## src/rtl/bdi_pkg.sv

```systemverilog
`default_nettype none
// ============================================================================
// Module      : bdi_pkg
// Description : Shared constants, enums and mode helpers for the BDI
//               (Base-Delta-Immediate) decompressor slice.
//               - LINE_WORDS / PAYLOAD_W / LINE_W : line geometry
//               - MODE_* : bit positions inside the one-hot in_mode byte
//               - bdi_mode_e  : compact decoded mode used by the word lanes
//               - bdi_state_e : controller states
//               - mode_legal(), mode_decode() : mode validation / decoding
// Revision    : 1.0 - initial release
// ============================================================================
package bdi_pkg;

    localparam int LINE_WORDS = 16;
    localparam int PAYLOAD_W  = 256;
    localparam int LINE_W     = 512;
    localparam int WORD_W     = 32;
    localparam int MODE_W     = 8;

    // Bit positions inside the one-hot mode byte; bits 7:5 are reserved.
    localparam int MODE_ZERO   = 0;
    localparam int MODE_REPEAT = 1;
    localparam int MODE_B4D1   = 2;
    localparam int MODE_B8D1   = 3;
    localparam int MODE_B8D2   = 4;

    typedef enum logic [2:0] {
        BDI_ZERO   = 3'd0,
        BDI_REPEAT = 3'd1,
        BDI_B4D1   = 3'd2,
        BDI_B8D1   = 3'd3,
        BDI_B8D2   = 3'd4
    } bdi_mode_e;

    typedef enum logic [1:0] {
        IDLE   = 2'd0,
        EXPAND = 2'd1,
        DONE   = 2'd2
    } bdi_state_e;

    // Legal means: reserved bits clear and exactly one of bits 4:0 set.
    function automatic logic mode_legal(input logic [MODE_W-1:0] mode);
        logic [4:0] m;
        m = mode[4:0];
        return (mode[7:5] == 3'b000) && (m != 5'b00000) &&
               ((m & (m - 5'd1)) == 5'b00000);
    endfunction

    // Illegal modes collapse to ZERO so the datapath naturally yields an
    // all-zero line; the error flag is tracked separately.
    function automatic bdi_mode_e mode_decode(input logic [MODE_W-1:0] mode);
        bdi_mode_e r;
        r = BDI_ZERO;
        if (mode_legal(mode)) begin
            if (mode[MODE_REPEAT])    r = BDI_REPEAT;
            else if (mode[MODE_B4D1]) r = BDI_B4D1;
            else if (mode[MODE_B8D1]) r = BDI_B8D1;
            else if (mode[MODE_B8D2]) r = BDI_B8D2;
            else                      r = BDI_ZERO;
        end
        return r;
    endfunction

endpackage
`default_nettype wire

```

## src/rtl/bdi_word_lane.sv

```systemverilog
`default_nettype none
// ============================================================================
// Module      : bdi_word_lane
// Description : Combinational decode of one 32-bit output word of a BDI line.
//   i_payload  : captured 256-bit compressed payload
//   i_mode     : decoded mode (illegal modes arrive as BDI_ZERO)
//   i_base_sel : per-element base select (1 = explicit base, 0 = zero base)
//   i_word_idx : output word index 0..15
//   o_word     : decoded word
// Revision    : 1.0 - initial release
// ============================================================================
module bdi_word_lane
    import bdi_pkg::*;
(
    input  logic [PAYLOAD_W-1:0]  i_payload,
    input  bdi_mode_e             i_mode,
    input  logic [LINE_WORDS-1:0] i_base_sel,
    input  logic [3:0]            i_word_idx,
    output logic [WORD_W-1:0]     o_word
);

    logic [2:0]  w_elem;
    logic [7:0]  w_off_b4d1;
    logic [7:0]  w_off_b8d1;
    logic [7:0]  w_off_b8d2;
    logic [7:0]  w_d8_word;
    logic [7:0]  w_d8_elem;
    logic [15:0] w_d16_elem;
    logic [31:0] w_base32;
    logic [63:0] w_base64;
    logic [63:0] w_delta64;
    logic [63:0] w_sum64;

    always_comb begin
        // In the 8-byte-base modes each 64-bit element covers two words.
        w_elem     = i_word_idx[3:1];

        // Delta bit offsets: B4D1 deltas start at bit 32, B8 deltas at 64.
        w_off_b4d1 = 8'd32 + {1'b0, i_word_idx, 3'b000};
        w_off_b8d1 = 8'd64 + {2'b00, w_elem, 3'b000};
        w_off_b8d2 = 8'd64 + {1'b0, w_elem, 4'b0000};

        w_d8_word  = i_payload[w_off_b4d1 +: 8];
        w_d8_elem  = i_payload[w_off_b8d1 +: 8];
        w_d16_elem = i_payload[w_off_b8d2 +: 16];

        w_base32   = i_base_sel[i_word_idx] ? i_payload[31:0] : 32'd0;
        w_base64   = i_base_sel[{1'b0, w_elem}] ? i_payload[63:0] : 64'd0;

        w_delta64  = (i_mode == BDI_B8D2) ? {{48{w_d16_elem[15]}}, w_d16_elem}
                                          : {{56{w_d8_elem[7]}}, w_d8_elem};
        // Full 64-bit add so a carry out of the low word reaches the high word.
        w_sum64    = w_base64 + w_delta64;

        o_word     = '0;
        case (i_mode)
            BDI_REPEAT: o_word = i_payload[31:0];
            BDI_B4D1:   o_word = w_base32 + {{24{w_d8_word[7]}}, w_d8_word};
            BDI_B8D1,
            BDI_B8D2:   o_word = i_word_idx[0] ? w_sum64[63:32] : w_sum64[31:0];
            default:    o_word = '0;
        endcase
    end

endmodule
`default_nettype wire

```

## src/rtl/bdi_decompressor.sv

```systemverilog
`default_nettype none
// ============================================================================
// Module      : bdi_decompressor
// Description : Sequential BDI decompressor. Captures one compressed line in
//               IDLE, expands WORDS_PER_CYCLE words per cycle in EXPAND, then
//               presents the 512-bit line in DONE until out_ready.
//   clk, rst               : clock, synchronous active-high reset
//   in_valid / in_ready    : compressed line handshake (ready only in IDLE)
//   in_payload, in_mode,
//   in_base_sel, in_index  : compressed line fields
//   out_valid / out_ready  : decompressed line handshake
//   out_line, out_index    : decompressed line (word w at [32w+31:32w]), index
//   out_err                : illegal mode seen; qualified by out_valid
// Parameters  : WORDS_PER_CYCLE in {2,4,8,16}; INDEX_W index width.
// Revision    : 1.0 - initial release
// ============================================================================
module bdi_decompressor
    import bdi_pkg::*;
#(
    parameter int WORDS_PER_CYCLE = 2,
    parameter int INDEX_W         = 10
) (
    input  logic                  clk,
    input  logic                  rst,
    input  logic                  in_valid,
    output logic                  in_ready,
    input  logic [PAYLOAD_W-1:0]  in_payload,
    input  logic [MODE_W-1:0]     in_mode,
    input  logic [LINE_WORDS-1:0] in_base_sel,
    input  logic [INDEX_W-1:0]    in_index,
    output logic                  out_valid,
    input  logic                  out_ready,
    output logic [LINE_W-1:0]     out_line,
    output logic [INDEX_W-1:0]    out_index,
    output logic                  out_err
);

    localparam int c_GROUPS = LINE_WORDS / WORDS_PER_CYCLE;
    localparam int c_CNT_W  = (c_GROUPS > 1) ? $clog2(c_GROUPS) : 1;
    localparam logic [c_CNT_W-1:0] c_LAST = c_CNT_W'(c_GROUPS - 1);

    bdi_state_e            r_state;
    bdi_state_e            w_state_nxt;
    logic [c_CNT_W-1:0]    r_cnt;
    logic [PAYLOAD_W-1:0]  r_payload;
    bdi_mode_e             r_mode;
    logic [LINE_WORDS-1:0] r_base_sel;
    logic [INDEX_W-1:0]    r_index;
    logic                  r_err;
    logic [LINE_W-1:0]     r_line;

    logic [3:0]            w_idx  [WORDS_PER_CYCLE];
    logic [WORD_W-1:0]     w_word [WORDS_PER_CYCLE];

    // ------------------------------------------------------------------
    // Word lanes: lane g decodes word r_cnt*WORDS_PER_CYCLE + g.
    // ------------------------------------------------------------------
    generate
        for (genvar g = 0; g < WORDS_PER_CYCLE; g++) begin : g_lane
            assign w_idx[g] = 4'((int'(r_cnt) * WORDS_PER_CYCLE + g) % LINE_WORDS);

            bdi_word_lane u_lane (
                .i_payload  (r_payload),
                .i_mode     (r_mode),
                .i_base_sel (r_base_sel),
                .i_word_idx (w_idx[g]),
                .o_word     (w_word[g])
            );
        end
    endgenerate

    // ------------------------------------------------------------------
    // FSM: state register
    // ------------------------------------------------------------------
    always_ff @(posedge clk) begin
        if (rst) begin
            r_state <= IDLE;
        end else begin
            r_state <= w_state_nxt;
        end
    end

    // ------------------------------------------------------------------
    // FSM: next state
    // ------------------------------------------------------------------
    always_comb begin
        w_state_nxt = r_state;
        case (r_state)
            IDLE:    if (in_valid)        w_state_nxt = EXPAND;
            EXPAND:  if (r_cnt == c_LAST) w_state_nxt = DONE;
            DONE:    if (out_ready)       w_state_nxt = IDLE;
            default:                      w_state_nxt = IDLE;
        endcase
    end

    // ------------------------------------------------------------------
    // FSM: outputs
    // ------------------------------------------------------------------
    always_comb begin
        in_ready  = (r_state == IDLE);
        out_valid = (r_state == DONE);
    end

    // ------------------------------------------------------------------
    // Capture and expansion datapath
    // ------------------------------------------------------------------
    always_ff @(posedge clk) begin
        if (rst) begin
            r_payload  <= '0;
            r_mode     <= BDI_ZERO;
            r_base_sel <= '0;
            r_index    <= '0;
            r_err      <= 1'b0;
            r_line     <= '0;
            r_cnt      <= '0;
        end else begin
            case (r_state)
                IDLE: begin
                    if (in_valid) begin
                        r_payload  <= in_payload;
                        r_mode     <= mode_decode(in_mode);
                        r_base_sel <= in_base_sel;
                        r_index    <= in_index;
                        r_err      <= ~mode_legal(in_mode);
                        r_line     <= '0;
                        r_cnt      <= '0;
                    end
                end
                EXPAND: begin
                    for (int g = 0; g < WORDS_PER_CYCLE; g++) begin
                        r_line[{w_idx[g], 5'b00000} +: WORD_W] <= w_word[g];
                    end
                    r_cnt <= r_cnt + 1'b1;
                end
                default: begin
                    // DONE holds the finished line stable.
                end
            endcase
        end
    end

    assign out_line  = r_line;
    assign out_index = r_index;
    assign out_err   = r_err;

endmodule
`default_nettype wire

```

## config.mk

```make
export PLATFORM = sky130hd
export DESIGN_NAME = bdi_decompressor
export DESIGN_NICKNAME = d
export VERILOG_FILES = /design/src/rtl/bdi_pkg.sv /design/src/rtl/bdi_word_lane.sv /design/src/rtl/bdi_decompressor.sv
export SDC_FILE = /design/constraint.sdc
export NUM_CORES = 2
export LEC_CHECK = 0
export CORE_AREA = 5 5 319 321
export DETAILED_ROUTE_END_ITERATION = 10
export DIE_AREA = 0 0 324 326
export GPL_TIMING_DRIVEN = 0
export SLEW_MARGIN = 25
export SYNTH_ARGS = -nofsm -noshare
export SYNTH_HDL_FRONTEND = slang
export SYNTH_SLANG_ARGS = --single-unit
```

## constraint.sdc

```tcl
create_clock -name clk -period 7.8 [get_ports clk]
set_input_delay 1.56 -clock clk [delete_from_list [all_inputs] [get_ports clk]]
set_output_delay 1.56 -clock clk [all_outputs]
set_load 0.05 [all_outputs]
```

# After elaboration in Yosys (flattened, before gate mapping)
# Index checks and enable logic that the tools add are counted.
# totals
out_inout_bits	525
mem_count	0
latchBits	0
rom_bits	0
mem_bits_rw	0
inputBits	294
regBits	803
# classes
n_shift	10
div_mod_pow	0
n_reduce_logical	11
n_addsub	15
muxes	32
multipliers	0
magnitude_cmp	4
eq_ne	10
bitwise	2
# ops
operator	n
bitwise mux 512 bit	2
case mux 512 bit (2 select lines)	1
variable shift 32 x 11 -> 512 bit (first input constant)	2
variable part select 256 x 9 -> 8 bit	4
variable part select 32 x 11 -> 512 bit	2
two-way mux 512 bit	1
variable part select 256 x 9 -> 16 bit	2
case mux 32 bit (3 select lines)	2
two-way mux 32 bit	5
two-way mux 64 bit	2
adder 32 bit	3
adder 64 bit	1
negation 9 -> 11 bit	2
two-way mux 3 bit	6
adder 6 x 7 -> 8 bit (first input constant)	2
adder 7 x 6 -> 8 bit (first input constant)	2
adder 7 x 7 -> 8 bit (first input constant)	2
< comparator 3 x 5 -> 1 bit (second input constant)	2
< comparator 4 x 5 -> 1 bit (second input constant)	2
binary-select mux 1 bit (select 3 bit)	3
== test 3 x 2 -> 1 bit (second input constant)	2
== test 3 bit (second input constant)	2
two-way mux 2 bit	3
case mux 2 bit (3 select lines)	1
other kinds (22)	28

# Logic depth before layout (Yosys ltp)
# depth
depth_word	10
ltp_mapped	23

# Cells and area by module
# A second synthesis with hierarchy kept.
# hier_totals
hier_cells	5437
area_unflattened_um2	47382.9
# by_module_without_submodules
module	cells_per_inst	area_each_um2	n_inst
bdi_decompressor	2962	27971.8	1
bdi_word_lane (g_lane[1].u_lane)	1243	9755.6	1
bdi_word_lane (g_lane[0].u_lane)	1232	9655.5	1

# Least setup slack after synthesis
# Ideal clock, no wire load.
# synth_path
path_type	reg2reg
from	register r_mode[2]
to	register r_line[124] (netlist: out_line[124])
arrival_ns	6.179
stages_incl_launch_ff	19
slack_ns	1.499
setup_time_ns	0.122
path_buffers	3
path_cell_list	dfxtp_1 buf_2 inv_1 nor3_1 nand2_1 o22ai_1 ha_1 clkbuf_1 and4_1 clkbuf_1 and3_1 nand3_1 o211ai_1 or3_1 a211o_1 a41oi_1 xor2_1 o21ai_1 a221o_1
# synth_between
elab_chain_len	8
elab_cells_between_ends	17
# synth_rtl
item	line	source
from (decl)	bdi_decompressor.sv:46	bdi_mode_e r_mode;
from (signal assigned)	bdi_decompressor.sv:121	r_mode <= mode_decode(in_mode);
== test 3 bit	bdi_word_lane.sv:50, bdi_word_lane.sv:56	
two-way mux 64 bit or two-way mux 32 bit (tied branches)	bdi_word_lane.sv:50	w_delta64 = (i_mode == BDI_B8D2) ? {{48{w_d16_elem[15]}}, w_d16_elem}
adder 64 bit or adder 32 bit (tied branches)	bdi_word_lane.sv:53	w_sum64 = w_base64 + w_delta64;
two-way mux 32 bit or case mux 32 bit (3 select lines) (tied branches)	bdi_word_lane.sv:60, bdi_word_lane.sv:56	
case mux 32 bit (3 select lines) or variable part select 32 x 11 -> 512 bit (tied branches)	bdi_word_lane.sv:56, bdi_decompressor.sv:131	
variable part select 32 x 11 -> 512 bit or bitwise mux 512 bit (tied branches)	bdi_decompressor.sv:131	r_line[{w_idx[g], 5'b00000} +: WORD_W] <= w_word[g];
bitwise mux 512 bit (*)	bdi_decompressor.sv:131	
case mux 512 bit (2 select lines) (*)	bdi_decompressor.sv:117	case (r_state)
to (signal, indexed assignment)	bdi_decompressor.sv:131	
to (decl)	bdi_decompressor.sv:50	logic [LINE_W-1:0] r_line;
# Every way passes the cells marked *; elsewhere a longest branch is shown, timed or not.
# A chain may end at the register's enable or synchronous reset.

# Worst setup path in the final report
# layout_path
from	register r_cnt[1]
to	register r_line[319] (netlist: out_line[319])
# layout_between
elab_chain_len	10
elab_cells_between_ends	43
# layout_rtl
item	line	source
from (decl)	bdi_decompressor.sv:44	logic [c_CNT_W-1:0] r_cnt;
from (signal assigned)	bdi_decompressor.sv:133	r_cnt <= r_cnt + 1'b1;
adder 4 x 1 -> 4 bit	bdi_decompressor.sv:60	assign w_idx[g] = 4'((int'(r_cnt) * WORDS_PER_CYCLE + g) % LINE_WORDS);
adder 7 x 6 -> 8 bit, or another cell as far along	bdi_word_lane.sv:40	w_off_b8d1 = 8'd64 + {2'b00, w_elem, 3'b000};
variable part select 256 x 9 -> 8 bit, or another cell as far along	bdi_word_lane.sv:44	w_d8_elem = i_payload[w_off_b8d1 +: 8];
two-way mux 64 bit, on equally long branches	bdi_word_lane.sv:50, bdi_word_lane.sv:48	
adder 64 bit	bdi_word_lane.sv:53	
two-way mux 32 bit	bdi_word_lane.sv:60	BDI_B8D2: o_word = i_word_idx[0] ? w_sum64[63:32] : w_sum64[31:0];
case mux 32 bit (3 select lines)	bdi_word_lane.sv:56	case (i_mode)
variable part select 32 x 11 -> 512 bit	bdi_decompressor.sv:131	
bitwise mux 512 bit (*)	bdi_decompressor.sv:131	
case mux 512 bit (2 select lines) (*)	bdi_decompressor.sv:117	
# Every way passes the cells marked *; elsewhere a longest branch is shown, timed or not. The select of a mux whose other input is x is not followed.

==> run metrics <==
status=complete, no violations; IO Port Bufs=around 750; Worst-Skew Late Latency=0.68 ns; count leader, synth=nand2_1; Initial Util=37.2%; list of most frequent post-synthesis cells=nand2_1 (859), dfxtp_1 (739), a21oi_1 (442); main flop type after synthesis=dfxtp_1; final core area utilization=between 40% and 50%; # DRC=0; cell area after layout=between 40000 and 50000 sq um; synthesis-stage register bit count=roughly 740; reg2reg path depth=20; Max IR drop VDD=~0.15 mV; cell area power density=181 nW/um^2; placed wire-length estimate=between 100000 and 150000 um; vias in the first global route=roughly 36k; 1st-pass router iterations=6; CTS Buffer Depth=3; Final min period=around 7.7 ns; Inserted Clock Buffers=80; Tcrit/Tclk final=just under 100%; Clock Skew=approximately 0.045 ns; RePlAce Congestion=approximately 1; actual slew at the worst max-slew pin=1.11 ns; Slew HR=about a quarter; reg2reg end=out_line[319]$_SDFFE_PP0P_; Die H=roughly 330 um; Netlist Area Pre-Place=36800 sq um; grt ovf=0; CTS tree=built; worst-path maximum fanout=10; fmax=around 0.13 GHz; unrepaired setup endpoints after global routing=false; GR Util All Layers=32.3%; IO Count=just over 800; DRT Wirelength=approximately 180000 um; Pleak=between 15 and 20 nW; Hold Path Cell Cnt=2; DR vias=between 30k and 40k; syn_nets=roughly 4.9k; syn avg cell area=slightly above 8 sq um; yosys warns=0; Critical R2R Launch=r_cnt[1]$_SDFFE_PP0P_; Post-synth EDFFs=0; worst hold path startpoint=out_line[492]$_SDFFE_PP0P_; Sink Count=739; die width=~320 um; die area=between 100000 and 150000 sq um; area grow syn2layout=34.2%; H-Tree Depth=3; global-route wire length before repair=between 200000 and 300000 um; Yosys cell types=83; layout cells sized above 1=6.22%; max-slew violations=0; Synth top area share=between 40 and 50%; drt wl/cell=approximately 27 um; Req. time, crit path=~8.4 ns; CP Class=reg -> reg; crit end category=flip-flop; top cells by area, synth=dfxtp_1 (40%), nand2_1 (8.8%), a21oi_1 (6.0%); number of vias per cell=5.80; Core ar.=a little under 100000 sq um; antenna-violating nets left=0; Non-Filler Instances=between 6k and 7k; Final Hold Slack=between 0.4 and 0.5 ns; FP Rows=116; count of final hold-check violations=0; Clk pin slew, worst setup/hold paths=0.06 ns; Hold EP=out_line[492]$_SDFFE_PP0P_; Nets=5806; cts hold-fix bufs=0; Worst EP arrival=around 8.2 ns; Syn Inst Count=roughly 4.5k; clock root cell=clkbuf_16; Async SR Flop Fraction=0%; Max-Cap Viols=0; sequential fraction of the synthesis area=between 40% and 50%; largest net degree at the start of global routing=26; leading area contributor after synthesis=dfxtp_1; reg2reg setup slack=0.14 ns; post-CTS setup buffers=0; placed cell count=6591; crit path launch type=flip-flop; Hold Path Class=reg -> reg; post-place instance area=around 47000 sq um; First DRT Iteration DRCs=4040; # setup viols final=0; initial antenna violation count=10
==> layer usage <==
metal	part of all wire [%]	GRT usage, %
met4	5.4	14.8
met1	40	40.7
met5	0.026	0
met2	45	51.3
met3	9.8	9.06
==> critical path, cell delays in order (launching register included) <==
cell and delay [ns]:
dfxtp_1 0.61, buf_2 0.38, buf_2 0.40, clkdlybuf4s15_2 0.55, clkbuf_4 0.42, clkbuf_1 0.59
mux4_2 0.43, nand4_1 0.11, o211ai_1 0.16, ha_1 0.39, o21ai_0 0.25, o21bai_1 0.15
a41oi_1 0.54, o32ai_2 0.23, o311ai_0 0.46, a21oi_1 0.24, a2111o_1 0.40, o211ai_1 0.28
o211ai_1 0.39, buf_2 0.30, a22o_1 0.21
==> layout by cell type (no fill, tap or decap), types with 25 or more instances in the layout <==
| cell | Yosys | final |
|---|---|---|
| a211oi_1 | 31 | 26 |
| a21o_1 | 48 | 48 |
| a21oi_1 | 442 | 437 |
| a22o_1 | 146 | 146 |
| a22oi_1 | 47 | 46 |
| a31oi_1 | 105 | 104 |
| and2_1 | 139 | 139 |
| buf_2 | 16 | 33 |
| clkbuf_1 | 273 | 282 |
| clkbuf_16 | 0 | 80 |
| clkdlybuf4s50_1 | 0 | 754 |
| dfxtp_1 | 739 | 739 |
| ha_1 | 133 | 133 |
| inv_1 | 36 | 36 |
| mux2i_1 | 28 | 27 |
| mux4_2 | 72 | 72 |
| nand2_1 | 859 | 858 |
| nand3_1 | 119 | 119 |
| nand4_1 | 39 | 39 |
| nand4b_1 | 34 | 34 |
| nor2_1 | 360 | 358 |
| nor2b_1 | 25 | 25 |
| nor3_1 | 50 | 45 |
| o21a_1 | 34 | 34 |
| o21ai_0 | 304 | 302 |
| xnor2_1 | 56 | 56 |
| xor2_1 | 32 | 32 |
==> registers in the layout (all words and copies together) (netlist names) <==
register and flops:
out_err 1, out_index 10, out_line 512, r_base_sel 16, r_cnt 3, r_mode 3, r_payload 192, r_state 2
==> where the power goes <==
group          internal (W)  switching [W]
clock               0.00232        0.00165
combinational      0.000361       0.000643
sequential          0.00384       0.000102
total               0.00652        0.00240
==> cell families after synthesis <==
| logic type | after synthesis | share of synthesized area (%) |
|---|---|---|
| and+or+nand+nor | 1720 | 20.8 |
| AOI/OAI and AO/OA | 1353 | 23.2 |
| DFF | 739 | 40.2 |
| buffers and inverters | 355 | 3.70 |
| adders and majority gates | 136 | 4.68 |
| muxes | 106 | 5.35 |
| xor gates and xnor gates | 88 | 2.09 |
==> worst max path at each step <==
stage | start | end | slack, ns | depth (start not counted)
after CTS | r_cnt[1]$_SDFFE_PP0P_ | out_line[319]$_SDFFE_PP0P_ | 0.11 | 21
after floorplan | r_mode[2]$_SDFFE_PP0P_ | out_line[124]$_SDFFE_PP0P_ | 1.50 | 18
after global routing | r_cnt[1]$_SDFFE_PP0P_ | out_line[26]$_SDFFE_PP0P_ | 0.02 | 19
final | r_cnt[1]$_SDFFE_PP0P_ | out_line[319]$_SDFFE_PP0P_ | 0.14 | 20
after detailed placement | r_cnt[1]$_SDFFE_PP0P_ | out_line[100]$_SDFFE_PP0P_ | -1.15 | 19
after global placement | r_mode[2]$_SDFFE_PP0P_ | out_line[306]$_SDFFE_PP0P_ | -2.78 | 17
==> stage by stage <==
stage / TNS, ns / total power, W / worst slack, ns
2_1_floorplan: 0 / 0.00452 / 1.50
3_3_place_gp: -645.96 / 0.00498 / -2.78
3_5_place_dp: -170.27 / 0.00500 / -1.15
4_1_cts: 0 / 0.00895 / 0.108
5_1_grt: 0 / 0.00919 / 0.0157
6_report: 0 / 0.00892 / 0.142
==> cell type report <==
type                       instances  area (sq um)
tap                             1298          1620
fill                            9631         49600
clock buffer                     110          2280
antenna                            7          17.5
clock inverter                    29           429
buffer                           316          1230
timing repair buffer             797          7920
inverter                          39           146
sequential                       739         14800
multi-input combinational       3403         20900
==> what timing repair did <==
action                     in CTS  in global routing
gates cloned                    0                  0
pin swaps                       0                  1
setup endpoints to repair     355                137
gates resized for setup        13                 10
Note: power is estimated with default switching activity, not from simulation.
